==> src/rtl/alu_arb_pkg.sv <==
// Shared definitions for the two-requester ALU arbiter: opcodes, flag positions, FSM states.
// Combinational helpers only; no latency or flow control of its own.
package alu_arb_pkg;

  localparam logic [2:0] OP_PASS_B = 3'b000;
  localparam logic [2:0] OP_ADD    = 3'b010;
  localparam logic [2:0] OP_SUB    = 3'b011;
  localparam logic [2:0] OP_AND    = 3'b100;
  localparam logic [2:0] OP_OR     = 3'b101;
  localparam logic [2:0] OP_XOR    = 3'b110;

  // Bit positions inside resp_flags = {negative, zero, overflow, carry}
  localparam int FLAG_CARRY = 0;
  localparam int FLAG_OVF   = 1;
  localparam int FLAG_ZERO  = 2;
  localparam int FLAG_NEG   = 3;

  typedef enum logic [1:0] {
    IDLE = 2'd0,
    EXEC = 2'd1,
    RESP = 2'd2
  } state_e;

  function automatic logic is_legal_op(input logic [2:0] op);
    return (op == OP_PASS_B) || (op == OP_ADD) || (op == OP_SUB) ||
           (op == OP_AND)    || (op == OP_OR)  || (op == OP_XOR);
  endfunction

endpackage

==> src/rtl/rr_arbiter2.sv <==
// Two-way round-robin grant: a lone requester always wins, contention goes to rr_ptr.
// Purely combinational (zero latency); grant is one-hot or zero.
module rr_arbiter2 (
  input  logic [1:0] req_valid,
  input  logic       rr_ptr,
  output logic [1:0] grant
);

  always_comb begin
    grant = 2'b00;
    case (req_valid)
      2'b01:   grant = 2'b01;
      2'b10:   grant = 2'b10;
      2'b11:   grant = rr_ptr ? 2'b10 : 2'b01;
      default: grant = 2'b00;
    endcase
  end

endmodule

==> src/rtl/alu_arbiter.sv <==
// Shares one external ALU between two requesters; response appears ALU_LAT+1 cycles after accept
// (1 cycle for illegal ops) and is held until the owner asserts resp_ready; no new accept until then.
module alu_arbiter
  import alu_arb_pkg::*;
#(
  parameter int WIDTH   = 64,
  parameter int ALU_LAT = 1
) (
  input  logic             clk,
  input  logic             reset_n,
  input  logic [1:0]       req_valid,
  output logic [1:0]       req_ready,
  input  logic [2:0]       req_op0,
  input  logic [2:0]       req_op1,
  input  logic [WIDTH-1:0] req_a0,
  input  logic [WIDTH-1:0] req_a1,
  input  logic [WIDTH-1:0] req_b0,
  input  logic [WIDTH-1:0] req_b1,
  output logic [2:0]       alu_cntrl,
  output logic [WIDTH-1:0] alu_a,
  output logic [WIDTH-1:0] alu_b,
  input  logic [WIDTH-1:0] alu_result,
  input  logic             alu_zero,
  input  logic             alu_negative,
  input  logic             alu_overflow,
  input  logic             alu_carry,
  output logic [1:0]       resp_valid,
  input  logic [1:0]       resp_ready,
  output logic [WIDTH-1:0] resp_result,
  output logic [3:0]       resp_flags,
  output logic             resp_err
);

  localparam logic [3:0] CNT_INIT = 4'(ALU_LAT - 1);

  state_e           state_q, state_d;
  logic             rr_ptr_q, rr_ptr_d;
  logic             owner_q, owner_d;
  logic [3:0]       cnt_q, cnt_d;
  logic [2:0]       alu_cntrl_q, alu_cntrl_d;
  logic [WIDTH-1:0] alu_a_q, alu_a_d;
  logic [WIDTH-1:0] alu_b_q, alu_b_d;
  logic [WIDTH-1:0] resp_result_q, resp_result_d;
  logic [3:0]       resp_flags_q, resp_flags_d;
  logic             resp_err_q, resp_err_d;

  logic [1:0]       grant;
  logic             win;
  logic             xfer;
  logic [2:0]       win_op;
  logic [WIDTH-1:0] win_a, win_b;

  rr_arbiter2 u_rr_arbiter2 (
    .req_valid (req_valid),
    .rr_ptr    (rr_ptr_q),
    .grant     (grant)
  );

  // Gated by reset_n so ready is low while reset is held, even with valid requests present
  always_comb begin
    req_ready = 2'b00;
    if ((state_q == IDLE) && reset_n) req_ready = grant;
  end

  assign xfer   = |(req_valid & req_ready);
  assign win    = grant[1];
  assign win_op = win ? req_op1 : req_op0;
  assign win_a  = win ? req_a1  : req_a0;
  assign win_b  = win ? req_b1  : req_b0;

  assign resp_valid  = (state_q == RESP) ? (owner_q ? 2'b10 : 2'b01) : 2'b00;
  assign alu_cntrl   = alu_cntrl_q;
  assign alu_a       = alu_a_q;
  assign alu_b       = alu_b_q;
  assign resp_result = resp_result_q;
  assign resp_flags  = resp_flags_q;
  assign resp_err    = resp_err_q;

  always_comb begin
    state_d       = state_q;
    rr_ptr_d      = rr_ptr_q;
    owner_d       = owner_q;
    cnt_d         = cnt_q;
    alu_cntrl_d   = alu_cntrl_q;
    alu_a_d       = alu_a_q;
    alu_b_d       = alu_b_q;
    resp_result_d = resp_result_q;
    resp_flags_d  = resp_flags_q;
    resp_err_d    = resp_err_q;

    case (state_q)
      IDLE: begin
        if (xfer) begin
          owner_d = win;
          if (is_legal_op(win_op)) begin
            alu_cntrl_d = win_op;
            alu_a_d     = win_a;
            alu_b_d     = win_b;
            cnt_d       = CNT_INIT;
            state_d     = EXEC;
          end else begin
            // Illegal ops never touch the ALU; answer immediately with an error response
            resp_result_d = '0;
            resp_flags_d  = 4'b0000;
            resp_err_d    = 1'b1;
            state_d       = RESP;
          end
        end
      end
      EXEC: begin
        if (cnt_q != 4'd0) begin
          cnt_d = cnt_q - 4'd1;
        end else begin
          resp_result_d           = alu_result;
          resp_flags_d[FLAG_NEG]  = alu_negative;
          resp_flags_d[FLAG_ZERO] = alu_zero;
          resp_flags_d[FLAG_OVF]  = alu_overflow;
          resp_flags_d[FLAG_CARRY]= alu_carry;
          resp_err_d              = 1'b0;
          state_d                 = RESP;
        end
      end
      RESP: begin
        if (resp_ready[owner_q]) begin
          state_d  = IDLE;
          rr_ptr_d = ~owner_q;
        end
      end
      default: state_d = IDLE;
    endcase
  end

  always_ff @(posedge clk or negedge reset_n) begin
    if (!reset_n) begin
      state_q       <= IDLE;
      rr_ptr_q      <= 1'b0;
      owner_q       <= 1'b0;
      cnt_q         <= 4'd0;
      alu_cntrl_q   <= 3'b000;
      alu_a_q       <= '0;
      alu_b_q       <= '0;
      resp_result_q <= '0;
      resp_flags_q  <= 4'b0000;
      resp_err_q    <= 1'b0;
    end else begin
      state_q       <= state_d;
      rr_ptr_q      <= rr_ptr_d;
      owner_q       <= owner_d;
      cnt_q         <= cnt_d;
      alu_cntrl_q   <= alu_cntrl_d;
      alu_a_q       <= alu_a_d;
      alu_b_q       <= alu_b_d;
      resp_result_q <= resp_result_d;
      resp_flags_q  <= resp_flags_d;
      resp_err_q    <= resp_err_d;
    end
  end

endmodule

==> config.mk <==
export PLATFORM = sky130hd
export DESIGN_NAME = alu_arbiter
export DESIGN_NICKNAME = d
export VERILOG_FILES = /design/src/rtl/alu_arb_pkg.sv /design/src/rtl/rr_arbiter2.sv /design/src/rtl/alu_arbiter.sv
export SDC_FILE = /design/constraint.sdc
export NUM_CORES = 1
export LEC_CHECK = 0
export ABC_AREA = 1
export BUFFER_PORTS_ARGS = -buffer_cell sky130_fd_sc_hd__clkbuf_2
export CAP_MARGIN = 20
export CORE_AREA = 2 2 209 211
export CTS_BUF_LIST = sky130_fd_sc_hd__clkbuf_4 sky130_fd_sc_hd__clkbuf_8
export DETAILED_ROUTE_END_ITERATION = 10
export DIE_AREA = 0 0 211 213
export GPL_ROUTABILITY_DRIVEN = 1
export MAX_ROUTING_LAYER = met4
export PLACE_DENSITY = 0.57
export RECOVER_POWER = 100
export SYNTH_ARGS = -nofsm -noshare
export SYNTH_HDL_FRONTEND = slang
export SYNTH_HIERARCHICAL = 1
export SYNTH_SLANG_ARGS = --single-unit
==> constraint.sdc <==
create_clock -name clk -period 4.69 [get_ports clk]
set_input_delay 0.469 -clock clk [delete_from_list [all_inputs] [get_ports clk]]
set_output_delay 0.469 -clock clk [all_outputs]
set_load 0.1 [all_outputs]
==> results.py, run 1 <==
metrics = {
    "cts": {
        "cts_hold_buf": 1,
        "cts_htree_levels": 2,
        "tritoncts": "yes",
        "postCtsSetupBuffers": 0,
        "clk_pin_slew_ns": 0.06,
        "cts_resized": 0,
        "clk-insertion-delay-late_ns": 0.56,
        "root_buffer": "clkbuf_8",
        "cts_buffers": 38,
        "cts.sinks": 208,
        "cts_max_path_buffers": 3,
    },
    "timing": {
        "slew_viol_final": 182,
        "relSlewSlack": -0.607,
        "rsz0062_at_grt": "false",
        "fin_crit_sh": 0.826,
        "fmax_mhz": 258,
        "final.setup_skew_ns": 0.0257,
        "worstMarginPinSlew_ns": 2.41,
        "finalHoldViolCount": 0,
        "setup_viol": 0,
        "fin_setup_tns_ns": 0,
        "hold_slack_ns": 0.131,
        "period_needed_ns": 3.87,
    },
    "worst_setup_path": {
        "crit_chain": "dlygate4sd3_1, buf_8, buf_4, nand2_1, nor2_1, clkbuf_1",
        "required_ns": 4.22,
        "slowest_delay_ns": 0.89,
        "worstPathMaxFanout": 70,
        "criticalPathCategory": "primary input to primary output",
        "crit_path_top_delay_cell": "clkbuf_1",
        "cp-end-kind": "primary output",
        "crit_arrival_ns": 3.40,
        "worstSetupStartpointType": "primary input",
    },
    "die": {
        "start_util": 0.229,
        "chipHeight_um": 213,
        "die_x_um": 211,
        "core_um2": 42700,
        "dieArea_um2": 44900,
        "std_cell_rows": 76,
        "pin_count": 540,
    },
    "grt": {
        "grt_overflow": 0,
        "grt_antenna_before_repair": 2,
        "grt_usage": 0.147,
        "grt_pass1_vias": 9852,
        "grt_pass1_wl_mm": 51.4,
        "grt_max_degree": 137,
    },
    "hold_path": {
        "hold_path_class": "primary input to flip-flop",
    },
    "yosys": {
        "synth.yosys.seq_area_share": 0.533,
        "yosysTopAreaCell": "dfrtp_1",
        "synth_seq_cells": 208,
        "synth_nets": 1695,
        "ys_warn_count": 6,
        "yosysUniqueCellTypes": 22,
        "mappedNetlistArea_um2": 9770,
        "yosys-top-cells-area": "dfrtp_1 (53%), nand2_1 (37%), nand3_1 (3.8%), buf_2 (1.6%), clkbuf_1 (1.4%)",
        "syn_avg_cell_area_um2": 7.20,
        "syn_inst": 1357,
        "synth_top_area_frac": 0.533,
    },
    "status": {
        "violations": "max-capacitance violations, max-slew violations",
        "status": "finished with violations",
    },
    "placed_design": {
        "dpl.hpwl_mm": 24.5,
        "place_area_um2": 12900,
        "io_buffers": 539,
        "routabilityCongestion": 0.914,
    },
    "final_layout": {
        "drive_gt1_frac": 0.221,
        "final-seq-area_um2": 5200,
        "multiInputGateArea_um2": 4110,
        "fin_nets": 2206,
        "fin_area_um2": 13400,
        "layout_common_cells": "nand2_1 (949), clkbuf_2 (335), dfrtp_1 (208)",
        "final_common_cell": "nand2_1",
        "area_growth_pct": 37.1,
        "fillCellCount": 4786,
    },
    "job": {
        "max_cap_violations": 2,
    },
    "drt": {
        "first_pass_iters": 6,
        "drc": 0,
        "viasPerCell": 4.20,
        "totalWireLength_mm": 33.4,
        "drt_iter0_markers": 580,
        "vias": 10200,
        "detail-route-antenna-nets": 0,
        "drt-wirelength-per-cell_um": 13.7,
    },
}
metrics by stage:
| step | std cells | worst slack [ns] | utilization |
|---|---|---|---|
| floorplan | 1357 | 1.96 | - |
| global placement | 2373 | 1.28 | 0.301 |
| detailed placement | 2373 | 1.20 | 0.301 |
| CTS | 2439 | 1.05 | 0.320 |
| global route | 2441 | 0.506 | 0.314 |
| finish | 2441 | 0.818 | 0.314 |
logic make-up after synthesis:
kind of cell | Yosys count | synth area share
compound gates | 9 | 0.00474
xor+xnor | 1 | 0.000897
buf+inv | 97 | 0.0480
flops | 208 | 0.533
fa+ha+maj | 2 | 0.00256
simple gates | 1040 | 0.411
state kept, by name (all words and copies together), names as in the netlist:
name         count
resp_flags       4
rr_ptr_q         1
cnt_q            4
resp_result     64
alu_b           64
state_q          2
resp_err         1
alu_cntrl        3
owner_q          1
alu_a           64
per-layer routing:
metal  wire length (um)  GRT usage
met5                  0          -
met4               1130     0.0583
met3               2350     0.0363
met2              16100      0.245
met1              13800      0.172
worst max-delay path, delay by kind of cell:
kind                   cells  cell delay, ns
AND/OR/NAND/NOR            2            0.39
buffers and inverters      4            2.51
cells in the mapped netlist, drive strengths merged:
master / instances
nand2: 953
dfrtp: 208
nand3: 75
buf: 42
clkbuf: 37
inv: 18
nor2: 8
o21ai: 7
ha: 2
nand4: 2
a21oi: 1
a31oi: 1
nor3: 1
nor4: 1
xnor2: 1
layout make-up:
type / count / area share
Sequential cell: 208 / 0.389
Clock buffer: 59 / 0.0541
Antenna cell: 2 / 0.000374
Clock inverter: 6 / 0.00467
Inverter: 18 / 0.00542
Timing Repair Buffer: 550 / 0.189
Tap cell: 546 / 0.0510
Multi-Input combinational cell: 1052 / 0.307
path summary, 6_finish.rpt:
kind	endpoint	start	depth (start not counted)	slack, ns
min	resp_result[53]	alu_result[53]	3	0.13
min in group asynchronous	resp_result[22]	reset_n	2	0.38
max	req_ready[0]	reset_n	6	0.82
max reg2reg	cnt_q[1]	rr_ptr_q	12	1.07
max in group asynchronous	alu_a[27]	reset_n	4	1.26
min reg2reg	resp_result[62]	resp_result[62]	2	0.47
Power of run 1 is left out: the tool's default activity adds up to more than one toggle a clock period on the data nets, which glitch-free logic cannot reach.
==> run 2, diff against run 1 <==
--- a/config.mk
+++ b/config.mk
@@ -8,13 +8,13 @@
 export ABC_AREA = 1
 export BUFFER_PORTS_ARGS = -buffer_cell sky130_fd_sc_hd__clkbuf_2
 export CAP_MARGIN = 20
-export CORE_AREA = 2 2 209 211
+export CORE_AREA = 2 2 211 213
 export CTS_BUF_LIST = sky130_fd_sc_hd__clkbuf_4 sky130_fd_sc_hd__clkbuf_8
 export DETAILED_ROUTE_END_ITERATION = 10
-export DIE_AREA = 0 0 211 213
+export DIE_AREA = 0 0 213 215
 export GPL_ROUTABILITY_DRIVEN = 1
 export MAX_ROUTING_LAYER = met4
-export PLACE_DENSITY = 0.57
+export PLACE_DENSITY = 0.56
 export RECOVER_POWER = 100
 export SYNTH_ARGS = -nofsm -noshare
 export SYNTH_HDL_FRONTEND = slang
==> constraint.sdc (replaced) <==
create_clock -name clk -period 3.6 [get_ports clk]
set_input_delay 0.36 -clock clk [delete_from_list [all_inputs] [get_ports clk]]
set_output_delay 0.36 -clock clk [all_outputs]
set_load 0.1 [all_outputs]
==> run 2 against run 1 <==
Compared with the run above: the run still ends with max-capacitance violations, max-slew violations left; non-clock buffer count grew 63; register-to-register slack got worse by 0.33 ns; highest routed layer unchanged; final area is 5.2% higher; global-route usage is 0.25 points higher; first-iteration DRC count up 6.4%; via count up 1.5%; sequential share of layout area down 1.9 points; worst hold slack worse by 0.066 ns.
==> results.py, run 2 (synthesized netlist as in run 1, its figures left out) <==
metrics = {
    "status": {
        "status": "finished with violations",
        "violations": "max-capacitance violations, max-slew violations",
    },
    "worst_setup_path": {
        "crit_path_top_delay_cell": "inv_1",
        "criticalPathCategory": "flip-flop to flip-flop",
        "cp_num_buf_inv": 2,
        "crit_arrival_ns": 3.29,
        "worstSetupStartpointType": "flip-flop",
        "slowest_delay_ns": 0.75,
        "crit_chain": "nand2_1, nand2_4, nand4_1, nand3_1, nand2_1, inv_1, nand2_2, clkbuf_4, nand2_1, nand2_1",
        "worst_path_most_repeated_cell": "nand2_1",
        "required_ns": 4.03,
        "cp-end-kind": "flip-flop",
        "reg2reg_slack_ns": 0.74,
        "critical_path.top_delay_family": "buffers and inverters",
        "worstPathMaxFanout": 70,
    },
    "final_layout": {
        "multiInputGateArea_um2": 4100,
        "final-seq-area_um2": 5200,
        "final_common_cell": "nand2_1",
        "area_growth_pct": 44.3,
        "final_core_util": 0.323,
        "fin_nets": 2268,
        "drive_gt1_frac": 0.214,
        "fillCellCount": 4825,
        "fin_cells": 2546,
        "layout_common_cells": "nand2_1 (950), clkbuf_2 (337), dfrtp_1 (208)",
    },
    "drt": {
        "drc": 0,
        "drt-wirelength-per-cell_um": 13.5,
        "detail-route-antenna-nets": 0,
        "vias": 10400,
        "drt-met1-wl_mm": 14.5,
        "dr_wl_met2_mm": 16.5,
        "highest_layer": "met4",
        "wl_met3_mm": 2.19,
        "totalWireLength_mm": 34.3,
        "first_pass_iters": 4,
        "drt_iter0_markers": 617,
        "viasPerCell": 4.09,
    },
    "grt": {
        "grt_max_degree": 137,
        "grt_usage": 0.150,
        "grt_pass1_vias": 10400,
        "grt_pass1_wl_mm": 53.3,
        "grt_antenna_before_repair": 1,
        "grt_overflow": 0,
    },
    "timing": {
        "fin_crit_sh": 0.794,
        "relSlewSlack": -0.00771,
        "period_needed_ns": 2.86,
        "worstMarginPinSlew_ns": 1.51,
        "setup_viol": 0,
        "slew_viol_final": 61,
        "finalHoldViolCount": 0,
        "fin_setup_tns_ns": 0,
        "rsz0062_at_grt": "false",
        "fmax_mhz": 350,
        "final.setup_skew_ns": 0.0126,
        "timing.final.ws_setup_ns": 0.743,
    },
    "placed_design": {
        "io_buffers": 539,
        "place_ws_ns": 0.906,
        "dp.cells": 2423,
        "dpl.hpwl_mm": 24.9,
        "routabilityCongestion": 0.832,
    },
    "cts": {
        "tritoncts": "yes",
        "cts_resized": 0,
        "cts_max_path_buffers": 3,
        "cts.sinks": 208,
        "postCtsSetupBuffers": 0,
        "clk_pin_slew_ns": 0.06,
        "cts_buffers": 37,
        "clk-insertion-delay-late_ns": 0.55,
        "cts_htree_levels": 2,
        "root_buffer": "clkbuf_8",
    },
    "job": {
        "max_cap_violations": 1,
    },
    "die": {
        "core_um2": 43600,
        "die_x_um": 213,
        "dieArea_um2": 45800,
        "pin_count": 540,
        "chipHeight_um": 215,
        "std_cell_rows": 77,
        "start_util": 0.224,
    },
    "hold_path": {
        "hold_path_class": "primary input to flip-flop",
    },
}
## run 2: cell types whose count changed in the layout (fill, tap and decap cells not counted), sizes merged
cell and change:
dlygate4sd3 +59, buf +4, inv -2, bufinv -1, clkbuf -1, clkinvlp +1, diode -1
## run 2: layout make-up
type	count	share of cell area
clock buffers	58	0.0531
diodes	1	0.000178
inverters	18	0.00497
multi-input cells	1052	0.291
clock inverters	4	0.00160
repair buffers	613	0.227
flip-flops and latches	208	0.369
well taps	592	0.0526
## run 2: worst reg2reg max path, stage by stage, from the launching register on
cell and delay, ns:
dfrtp_1 0.36, nand2_1 0.10, nand2_4 0.30, nand4_1 0.17, nand3_1 0.12, nand2_1 0.05, inv_1 0.76, nand2_2 0.07
clkbuf_4 0.51, nand2_1 0.24, nand2_1 0.08
## run 2: final timing paths
| kind | start | cells after the start | end |
|---|---|---|---|
| setup / recovery | rr_ptr_q | 10 | resp_result[55] |
| hold / removal | alu_result[32] | 3 | resp_result[32] |
| setup reg to reg | rr_ptr_q | 10 | resp_result[55] |
| hold reg to reg | resp_result[1] | 2 | resp_result[1] |
| max in group asynchronous | reset_n | 4 | resp_result[52] |
| min in group asynchronous | reset_n | 2 | resp_err |
## run 2: repair_timing
item,4_1_cts,5_1_grt
setup endpoints to repair,0,0
hold buffers,60,0
endpoints found under the hold margin,95,0
## run 2: stage by stage
stage	area (um^2)	hold slack, ns
global placement	13000	0.261
detailed placement	13000	0.267
finish	14100	0.0651
CTS	14400	0.000108
global route	14100	0.0233
floorplan	9770	0.0644
## run 2: metal layers
layer	vias up	GRT usage
met5	-	-
met4	0	0.0601
met3	71	0.0348
met2	408	0.253
met1	4674	0.170
li1	5248	-
Power of run 2 is left out for the same reason.
